--- src/rtl/dff_pipe_re.sv ---
// WIDTH-bit, DEPTH-stage enabled delay line with per-stage valid bits,
// synchronous clear and a registered occupancy counter.
module dff_pipe_re #(
    parameter int                WIDTH     = 8,
    parameter int                DEPTH     = 4,
    parameter logic [WIDTH-1:0]  RESET_VAL = {WIDTH{1'b0}}
) (
    input  logic                         clk,
    input  logic                         rst_n,
    input  logic                         enable,
    input  logic                         clr,
    input  logic [WIDTH-1:0]             d,
    input  logic                         d_valid,
    output logic [WIDTH-1:0]             q,
    output logic                         q_valid,
    output logic [$clog2(DEPTH+1)-1:0]   fill,
    output logic [WIDTH*DEPTH-1:0]       tap
);

    localparam int FW = $clog2(DEPTH + 1);

    logic [WIDTH-1:0] s [DEPTH];
    logic [DEPTH-1:0] v;

    // Invalid input slots are zero-gated to RESET_VAL so tap never depends on d.
    always_ff @(posedge clk or negedge rst_n) begin
        if (!rst_n) begin
            for (int i = 0; i < DEPTH; i++) s[i] <= RESET_VAL;
            v    <= '0;
            fill <= '0;
        end else if (clr) begin
            for (int i = 0; i < DEPTH; i++) s[i] <= RESET_VAL;
            v    <= '0;
            fill <= '0;
        end else if (enable) begin
            s[0] <= d_valid ? d : RESET_VAL;
            v[0] <= d_valid;
            for (int i = 1; i < DEPTH; i++) begin
                s[i] <= s[i-1];
                v[i] <= v[i-1];
            end
            fill <= fill + FW'(d_valid) - FW'(v[DEPTH-1]);
        end
    end

    for (genvar g = 0; g < DEPTH; g++) begin : g_tap
        assign tap[WIDTH*g +: WIDTH] = s[g];
    end

    assign q       = s[DEPTH-1];
    assign q_valid = v[DEPTH-1];

endmodule

--- config.mk ---
export PLATFORM = sky130hd
export DESIGN_NAME = dff_pipe_re
export DESIGN_NICKNAME = d
export VERILOG_FILES = /design/src/rtl/dff_pipe_re.sv
export SDC_FILE = /design/constraint.sdc
export NUM_CORES = 1
export LEC_CHECK = 0
export ABC_AREA = 0
export BUFFER_PORTS_ARGS = -buffer_cell sky130_fd_sc_hd__clkbuf_2
export CORE_ASPECT_RATIO = 1.4
export CORE_MARGIN = 2
export CORE_UTILIZATION = 40
export DETAILED_ROUTE_END_ITERATION = 12
export PLACE_DENSITY = 0.64
export SYNTH_ARGS = -nofsm -noshare
export SYNTH_HDL_FRONTEND = slang
export SYNTH_SLANG_ARGS = --single-unit
--- constraint.sdc ---
create_clock -name clk -period 2.1 [get_ports clk]
set_input_delay 0.105 -clock clk [delete_from_list [all_inputs] [get_ports clk]]
set_output_delay 0.105 -clock clk [all_outputs]
set_load 0.01 [all_outputs]
After elaboration in Yosys (flattened, before gate mapping)
Index checks and enable logic that the tools add are counted.
Widths: inputs -> output; s select.
{"block": "totals", "input_bits": 13, "regBits": 39}
{"block": "op_classes", "reduce_logical": 1, "mux": 7, "n_addsub": 2}
{"cell": "$mux 32", "count": 2}
{"cell": "$mux 4", "count": 2}
{"cell": "$mux 8", "count": 1}
{"cell": "$mux 3", "count": 2}
{"cell": "$add 3x1->3", "count": 1}
{"cell": "$sub 3x1->3", "count": 1}
{"cell": "$reduce_bool 2->1", "count": 1}

Longest topological paths before layout
Gate-level depths: netlist (run 1).
{"block": "logic_depth", "word_depth": 4, "mapped_depth": 9, "depth_no_buf": 9}

Worst setup path after synthesis (run 1)
Ideal clock, no wire load.
{"block": "synth_timing", "path_kind": "flip-flop to flip-flop", "from": "register v[3]", "to": "register fill[2]", "period_less_slack_ps": 1809, "setup_ps": 120, "stages_incl_launch_ff": 9, "arrival_ps": 1690, "setup_slack_ps": 291, "cell_sequence": "dfrtp_1 ha_1 inv_1 ha_1 inv_1 fa_1 xor2_1 a21oi_1 a31o_1"}
{"block": "synth_between", "elab_chain_len": 3}
{"item": "start: declaration", "line_no": "23", "source": "logic [DEPTH-1:0] v;"}
{"item": "start signal: indexed assignment", "line_no": "40", "source": "v[i] <= v[i-1];"}
{"item": "$sub 3x1->3", "line_no": "42", "source": "fill <= fill + FW'(d_valid) - FW'(v[DEPTH-1]);"}
{"item": "$mux 3", "line_no": "35", "source": "end else if (enable) begin"}
{"item": "$mux 3", "line_no": "31", "source": "end else if (clr) begin"}
{"item": "end signal: assignment", "line_no": "42"}
{"item": "end: declaration", "line_no": "16", "source": "output logic [$clog2(DEPTH+1)-1:0] fill,"}
Every way passes these cells. The select of a mux whose other input is x is not followed.
A chain may end at the register's enable or synchronous reset.

Final worst setup path (run 1)
Same ends and word-level chain as after synthesis.

==> results.sh, run 1 <==
export IMPL_status="finished clean"
export IMPL_wl_per_cell_um=12.7
export IMPL_cts_setup_buffers=0
export IMPL_worstMarginPinSlew_ns=0.541
export IMPL_htreeDepth=2
export IMPL_die_x_um=59.7
export IMPL_finalWorstSetupSlack_ns=0.211
export IMPL_crit_type="reg2reg"
export IMPL_critPathLaunchType="flip-flop"
export IMPL_clk_latency_ns=0.29
export IMPL_initial_core_util_pct=41.3
export IMPL_cts_tree="yes"
export IMPL_avgSynthCellArea_um2=11.4
export IMPL_cts_buffers=5
export IMPL_synth_seq_cells=39
export IMPL_area_growth_pct=22.0
export IMPL_hold_violations=0
export IMPL_firstDrtPassIters=4
export IMPL_synthDistinctLibCells=15
export IMPL_peakVddDrop_mv=0.437
export IMPL_path_buf_inv=2
export IMPL_ys_flop_type="dfrtp_1"
export IMPL_drv_slew=0
export IMPL_clkSlewWorstSetupHoldPaths_ns=0.07
export IMPL_synth_area_leaders="dfrtp_1, mux2i_1, nor2_1"
export IMPL_syn_nets=169
export IMPL_min_period_over_period_pct=90.0
export IMPL_fin_tns_setup_ns=0
export IMPL_finalNetCount=219
export IMPL_yosys_warnings=0
export IMPL_fp_row_count=28
export IMPL_critPathArrivalTime_ns=2.07
export IMPL_critPathSlowestCell="dfrtp_1"
export IMPL_max_freq_ghz=0.529
export IMPL_syn_inst=153
export IMPL_diodes=0
export IMPL_synthMostInstantiatedCell="dfrtp_1"
export IMPL_finClkSkew_ns=0.00228
export IMPL_crit_family="adder cells"
export IMPL_ys_seq_area_share_pct=56.2
export IMPL_end_kind="flip-flop"
export IMPL_syn_area_um2=1740
export IMPL_crit_chain="ha_1 > inv_1 > ha_1 > inv_1 > fa_1 > xor2_1 > a21oi_1 > a31o_1"
export IMPL_grt_usage_pct=14.8
export IMPL_die_height_um=82.0
export IMPL_clock_sinks=39
export IMPL_antenna_found_initial=0
export IMPL_slew_headroom_pct=63.9
export IMPL_portBuffers=56
export IMPL_yosysTopAreaCell="dfrtp_1"
export IMPL_dpl_worst_slack_ns=0.228
export IMPL_fin_crit_ns=1.89
export IMPL_setup_viol=0
export IMPL_timing_hold_ws_ns=0.0511
export IMPL_dieArea_um2=4890
export IMPL_grt_overflow=0
export IMPL_drt_total_wl_mm=3.15
export IMPL_critPathMaxStageDelay_ns=0.41
export IMPL_rsz0062_at_grt="no"
export IMPL_grt_start_max_net_pins=29
export IMPL_synth_edf_count=0
export IMPL_antenna_left=0
export IMPL_grt_pass1_vias=1185
export IMPL_vias=1226
export IMPL_place_gp_congestion=0.681
export IMPL_drive_gt1_share_pct=33.3
export IMPL_ios=57
export IMPL_async_flop_share_pct=100
export IMPL_core_um2=4200
export IMPL_clk_path_buf_depth=2
export IMPL_required_ns=2.28
export IMPL_worstPathMaxFanout=3
export IMPL_grt_pass1_wl_mm=5.45
export IMPL_via_per_inst=4.92
export IMPL_cts_root_buf="clkbuf_8"
export IMPL_maxCapViolCount=0
export IMPL_yosys_top_cells_count="dfrtp_1, nor2_1, mux2i_1, buf_4"
export IMPL_p_leak_nw=1.19
export IMPL_p_per_area_nw_per_um2=733
export IMPL_drc_errors=0
export IMPL_first_iter_violations=71
export IMPL_min_path_type="in2reg"
export IMPL_dpl_hpwl_mm=2.23
export IMPL_synth_top_area_share_pct=56.2
==> flip-flops by register name (all words and copies together), names as in the netlist <==
register	count
tap	24
q	8
v	4
fill	3
==> cell families (layout without fill, tap and decap cells) <==
kind of cell,after synthesis,after routing,synth area share (%)
and+or+nand+nor,48,48,12.2
muxes,30,30,17.3
DFF,39,39,56.2
AOI/OAI and AO/OA,10,10,3.10
buffers and inverters,22,73,8.07
adders and majority gates,3,3,2.59
xor gates and xnor gates,1,1,0.504
==> worst paths after layout <==
kind,start,endpoint,slack [ns],cells past startpoint
max,v[3]$_DFFE_PN0P_,fill[2]$_DFFE_PN0P_,0.21,8
min in group asynchronous,rst_n,tap[18]$_DFFE_PN0P_,0.30,2
max in group asynchronous,rst_n,v[0]$_DFFE_PN0P_,1.27,3
min reg2reg,v[1]$_DFFE_PN0P_,v[2]$_DFFE_PN0P_,0.53,2
max reg2reg,v[3]$_DFFE_PN0P_,fill[2]$_DFFE_PN0P_,0.21,8
min,d[6],tap[6]$_DFFE_PN0P_,0.05,3
==> worst reg2reg max path, stage by stage, from the launching register on <==
cell and delay, ns:
dfrtp_1 0.41, ha_1 0.29, inv_1 0.06, ha_1 0.13
inv_1 0.05, fa_1 0.37, xor2_1 0.19, a21oi_1 0.09
a31o_1 0.21
==> final cells by class <==
| cell class | count | area [µm²] |
|---|---|---|
| clock inverter | 2 | 35.0 |
| clock buffer | 6 | 82.6 |
| fill | 410 | 2090 |
| timing repair buffer | 61 | 333 |
| tap | 45 | 56.3 |
| inverter | 4 | 15.0 |
| multi-input combinational | 92 | 621 |
| sequential | 39 | 976 |
==> layer usage <==
layer / global-route usage, % / vias up / share of wire, %
met4: 7.33 / 0 / 2.2
met5: 0 / - / 0
met3: 3.62 / 7 / 6.6
li1: - / 591 / -
met1: 20.6 / 578 / 48
met2: 21.4 / 50 / 43
==> stage by stage <==
step	power, mW	utilization [%]	instance area [µm²]	instances
2_1_floorplan	0.876	-	1740	153
3_3_place_gp	0.930	47.4	1990	240
3_5_place_dp	0.931	47.4	1990	240
4_1_cts	1.58	50.4	2120	249
5_1_grt	1.62	50.4	2120	249
6_report	1.55	50.4	2120	249
==> placed cells by master, fill, tap and decap left out <==
| cell type | Yosys | final |
|---|---|---|
| dlygate4sd3_1 | 0 | 1 |
| clkinv_2 | 0 | 1 |
| bufinv_16 | 0 | 1 |
| buf_12 | 0 | 1 |
| inv_1 | 4 | 4 |
| clkbuf_2 | 0 | 56 |
| mux2i_1 | 30 | 30 |
| nand3_1 | 8 | 8 |
| nand2b_1 | 9 | 9 |
| nor2_1 | 31 | 31 |
| a21oi_1 | 9 | 9 |
| fa_1 | 1 | 1 |
| xor2_1 | 1 | 1 |
| dfrtp_1 | 39 | 39 |
| clkbuf_8 | 0 | 6 |
| ha_1 | 2 | 2 |
| a31o_1 | 1 | 1 |
| buf_4 | 10 | 3 |
==> repair_timing <==
action,CTS,global route
setup endpoints to repair,0,0
hold endpoints to repair,19,0
hold buffers,1,0
resized for setup,0,0
==> report_power, final <==
group          total (mW)  internal, mW  switching (mW)
registers           0.780         0.767          0.0129
logic               0.135        0.0562          0.0788
clock network       0.639         0.384           0.255
total                1.55          1.21           0.346
Power figures use the tool's default switching activity.
==> run 2: changes to the inputs <==
Settings changed: ABC_AREA 0 to 1.
==> results.sh, run 2 <==
export IMPL_cts_tree="yes"
export IMPL_cts_buffers=5
export IMPL_yosysTopAreaCell="dfrtp_1"
export IMPL_maxCapViolCount=0
export IMPL_end_kind="flip-flop"
export IMPL_grt_pass1_wl_mm=5.20
export IMPL_worstMarginPinSlew_ns=0.479
export IMPL_critPathArrivalTime_ns=1.88
export IMPL_cts_root_buf="clkbuf_8"
export IMPL_firstDrtPassIters=4
export IMPL_syn_nets=177
export IMPL_yosys_warnings=0
export IMPL_synth_edf_count=0
export IMPL_p_switching_mw=0.324
export IMPL_grt_start_max_net_pins=40
export IMPL_critPathLaunchType="flip-flop"
export IMPL_clkSlewWorstSetupHoldPaths_ns=0.07
export IMPL_antenna_found_initial=0
export IMPL_p_seq_share_pct=57.0
export IMPL_postCtsHoldBufs=1
export IMPL_ctsResizeCount=0
export IMPL_antenna_left=0
export IMPL_die_height_um=79.5
export IMPL_met1_length_mm=1.31
export IMPL_area_growth_pct=20.1
export IMPL_via_per_inst=4.72
export IMPL_path_buf_inv=2
export IMPL_async_flop_share_pct=100
export IMPL_fin_tns_setup_ns=0
export IMPL_drv_slew=0
export IMPL_highest_layer="met4"
export IMPL_synthDistinctLibCells=18
export IMPL_cts_setup_buffers=0
export IMPL_dieArea_um2=4600
export IMPL_p_per_area_nw_per_um2=698
export IMPL_final_area_um2=1950
export IMPL_initial_core_util_pct=41.5
export IMPL_setup_viol=0
export IMPL_slew_headroom_pct=68.1
export IMPL_grt_overflow=0
export IMPL_syn_inst=161
export IMPL_ios=57
export IMPL_wl_per_cell_um=12.1
export IMPL_core_um2=3920
export IMPL_min_path_type="in2reg"
export IMPL_wl_met3_um=177
export IMPL_worstPathMaxFanout=3
export IMPL_fp_row_count=27
export IMPL_finalNetCount=228
export IMPL_finClkSkew_ns=0.00358
export IMPL_required_ns=2.28
export IMPL_critPathSlowestCell="dfrtp_1"
export IMPL_power_total_mw=1.36
export IMPL_clock_sinks=39
export IMPL_crit_family="adder cells"
export IMPL_layout_common_cells="clkbuf_2, dfrtp_1, inv_1, o22ai_1, nand2_1"
export IMPL_status="finished clean"
export IMPL_largest_reg_flops=24
export IMPL_synth_top_area_share_pct=60.0
export IMPL_avgSynthCellArea_um2=10.1
export IMPL_peakVddDrop_mv=0.515
export IMPL_critPathMaxStageDelay_ns=0.40
export IMPL_dpl_hpwl_mm=2.25
export IMPL_min_period_over_period_pct=80.8
export IMPL_htreeDepth=2
export IMPL_diodes=0
export IMPL_clock_power_share_pct=34.5
export IMPL_placed_area_um2=1860
export IMPL_yosys_top_cells_count="dfrtp_1, inv_1, o22ai_1, nand2_1, o21ai_0"
export IMPL_portBuffers=56
export IMPL_p_int_mw=1.04
export IMPL_crit_chain="ha_1 > inv_1 > ha_1 > inv_1 > fa_1 > nand3b_1 > nand3_1 > nand2_1"
export IMPL_drt_total_wl_mm=3.11
export IMPL_drive_gt1_share_pct=32.4
export IMPL_p_leak_nw=1.01
export IMPL_syn_area_um2=1630
export IMPL_first_iter_violations=52
export IMPL_crit_type="reg2reg"
export IMPL_p_comb_share_pct=8.5
export IMPL_drc_errors=0
export IMPL_max_freq_ghz=0.589
export IMPL_place_gp_congestion=0.734
export IMPL_ys_seq_area_share_pct=60.0
export IMPL_rsz0062_at_grt="no"
export IMPL_synthMostInstantiatedCell="dfrtp_1"
export IMPL_grt_usage_pct=15.1
export IMPL_grt_pass1_vias=1170
export IMPL_final_common_cell="clkbuf_2"
export IMPL_clk_latency_ns=0.28
export IMPL_synth_area_leaders="dfrtp_1, inv_1, o22ai_1"
export IMPL_fin_crit_ns=1.70
export IMPL_hold_violations=0
export IMPL_met2_length_mm=1.55
export IMPL_vias=1208
export IMPL_ys_flop_type="dfrtp_1"
export IMPL_clk_path_buf_depth=2
export IMPL_die_x_um=57.9
export IMPL_synth_seq_cells=39
export IMPL_swShare_pct=23.7
==> run 2: final cells by class <==
| class | instances | area, µm² |
|---|---|---|
| inverter | 35 | 131 |
| sequential | 39 | 976 |
| tap | 43 | 53.8 |
| timing repair buffer | 59 | 305 |
| multi-input combinational | 72 | 405 |
| clock buffer | 7 | 76.3 |
| clock inverter | 1 | 5.00 |
| fill | 401 | 1970 |
==> run 2: worst min-delay path, stage by stage <==
cell and delay (ns):
clkbuf_2 0.07, nand3_1 0.06, o21ai_0 0.06
==> run 2: metrics by stage <==
| stage | setup WS, ns | hold WS [ns] | utilization, % | cells |
|---|---|---|---|---|
| finish | 0.403 | 0.0548 | 49.8 | 256 |
| global route | 0.246 | 0.0544 | 49.8 | 256 |
| CTS | 0.392 | 0.0518 | 49.8 | 256 |
| detailed placement | 0.407 | 0.186 | 47.5 | 247 |
| global placement | 0.464 | 0.184 | 47.5 | 247 |
| floorplan | 0.455 | -0.191 | - | 161 |
==> run 2: final timing paths <==
check,start,end,slack (ns),cells past startpoint
max,v[3]$_DFFE_PN0P_,fill[2]$_DFFE_PN0P_,0.40,8
min,d[7],tap[7]$_DFFE_PN0P_,0.05,3
max reg2reg,v[3]$_DFFE_PN0P_,fill[2]$_DFFE_PN0P_,0.40,8
min reg2reg,q[2]$_DFFE_PN0P_,q[2]$_DFFE_PN0P_,0.50,2
max in group asynchronous,rst_n,q[3]$_DFFE_PN0P_,1.36,3
min in group asynchronous,rst_n,tap[20]$_DFFE_PN0P_,0.41,3
==> run 2: cells by family after synthesis <==
family,share of synthesized area (%)
adders and majority gates,2.77
AOI/OAI and AO/OA,13.4
buffers and inverters,15.1
and+or+nand+nor,8.77
DFF,60.0
==> run 2: per-layer routing <==
metal  global-route usage (%)  vias to the layer above
li1                         -                      611
met1                     17.5                      556
met2                     25.1                       34
met3                     4.05                        7
met4                     7.67                        0
met5                        0                        -
==> run 2: power by group through the flow <==
stage	Sequential [mW]	Clock [mW]	Combinational (mW)
after global placement	0.792	0	0.115
after global routing	0.779	0.522	0.135
after floorplan	0.798	0	0.0594
final	0.778	0.470	0.116
after detailed placement	0.792	0	0.118
after CTS	0.777	0.489	0.120
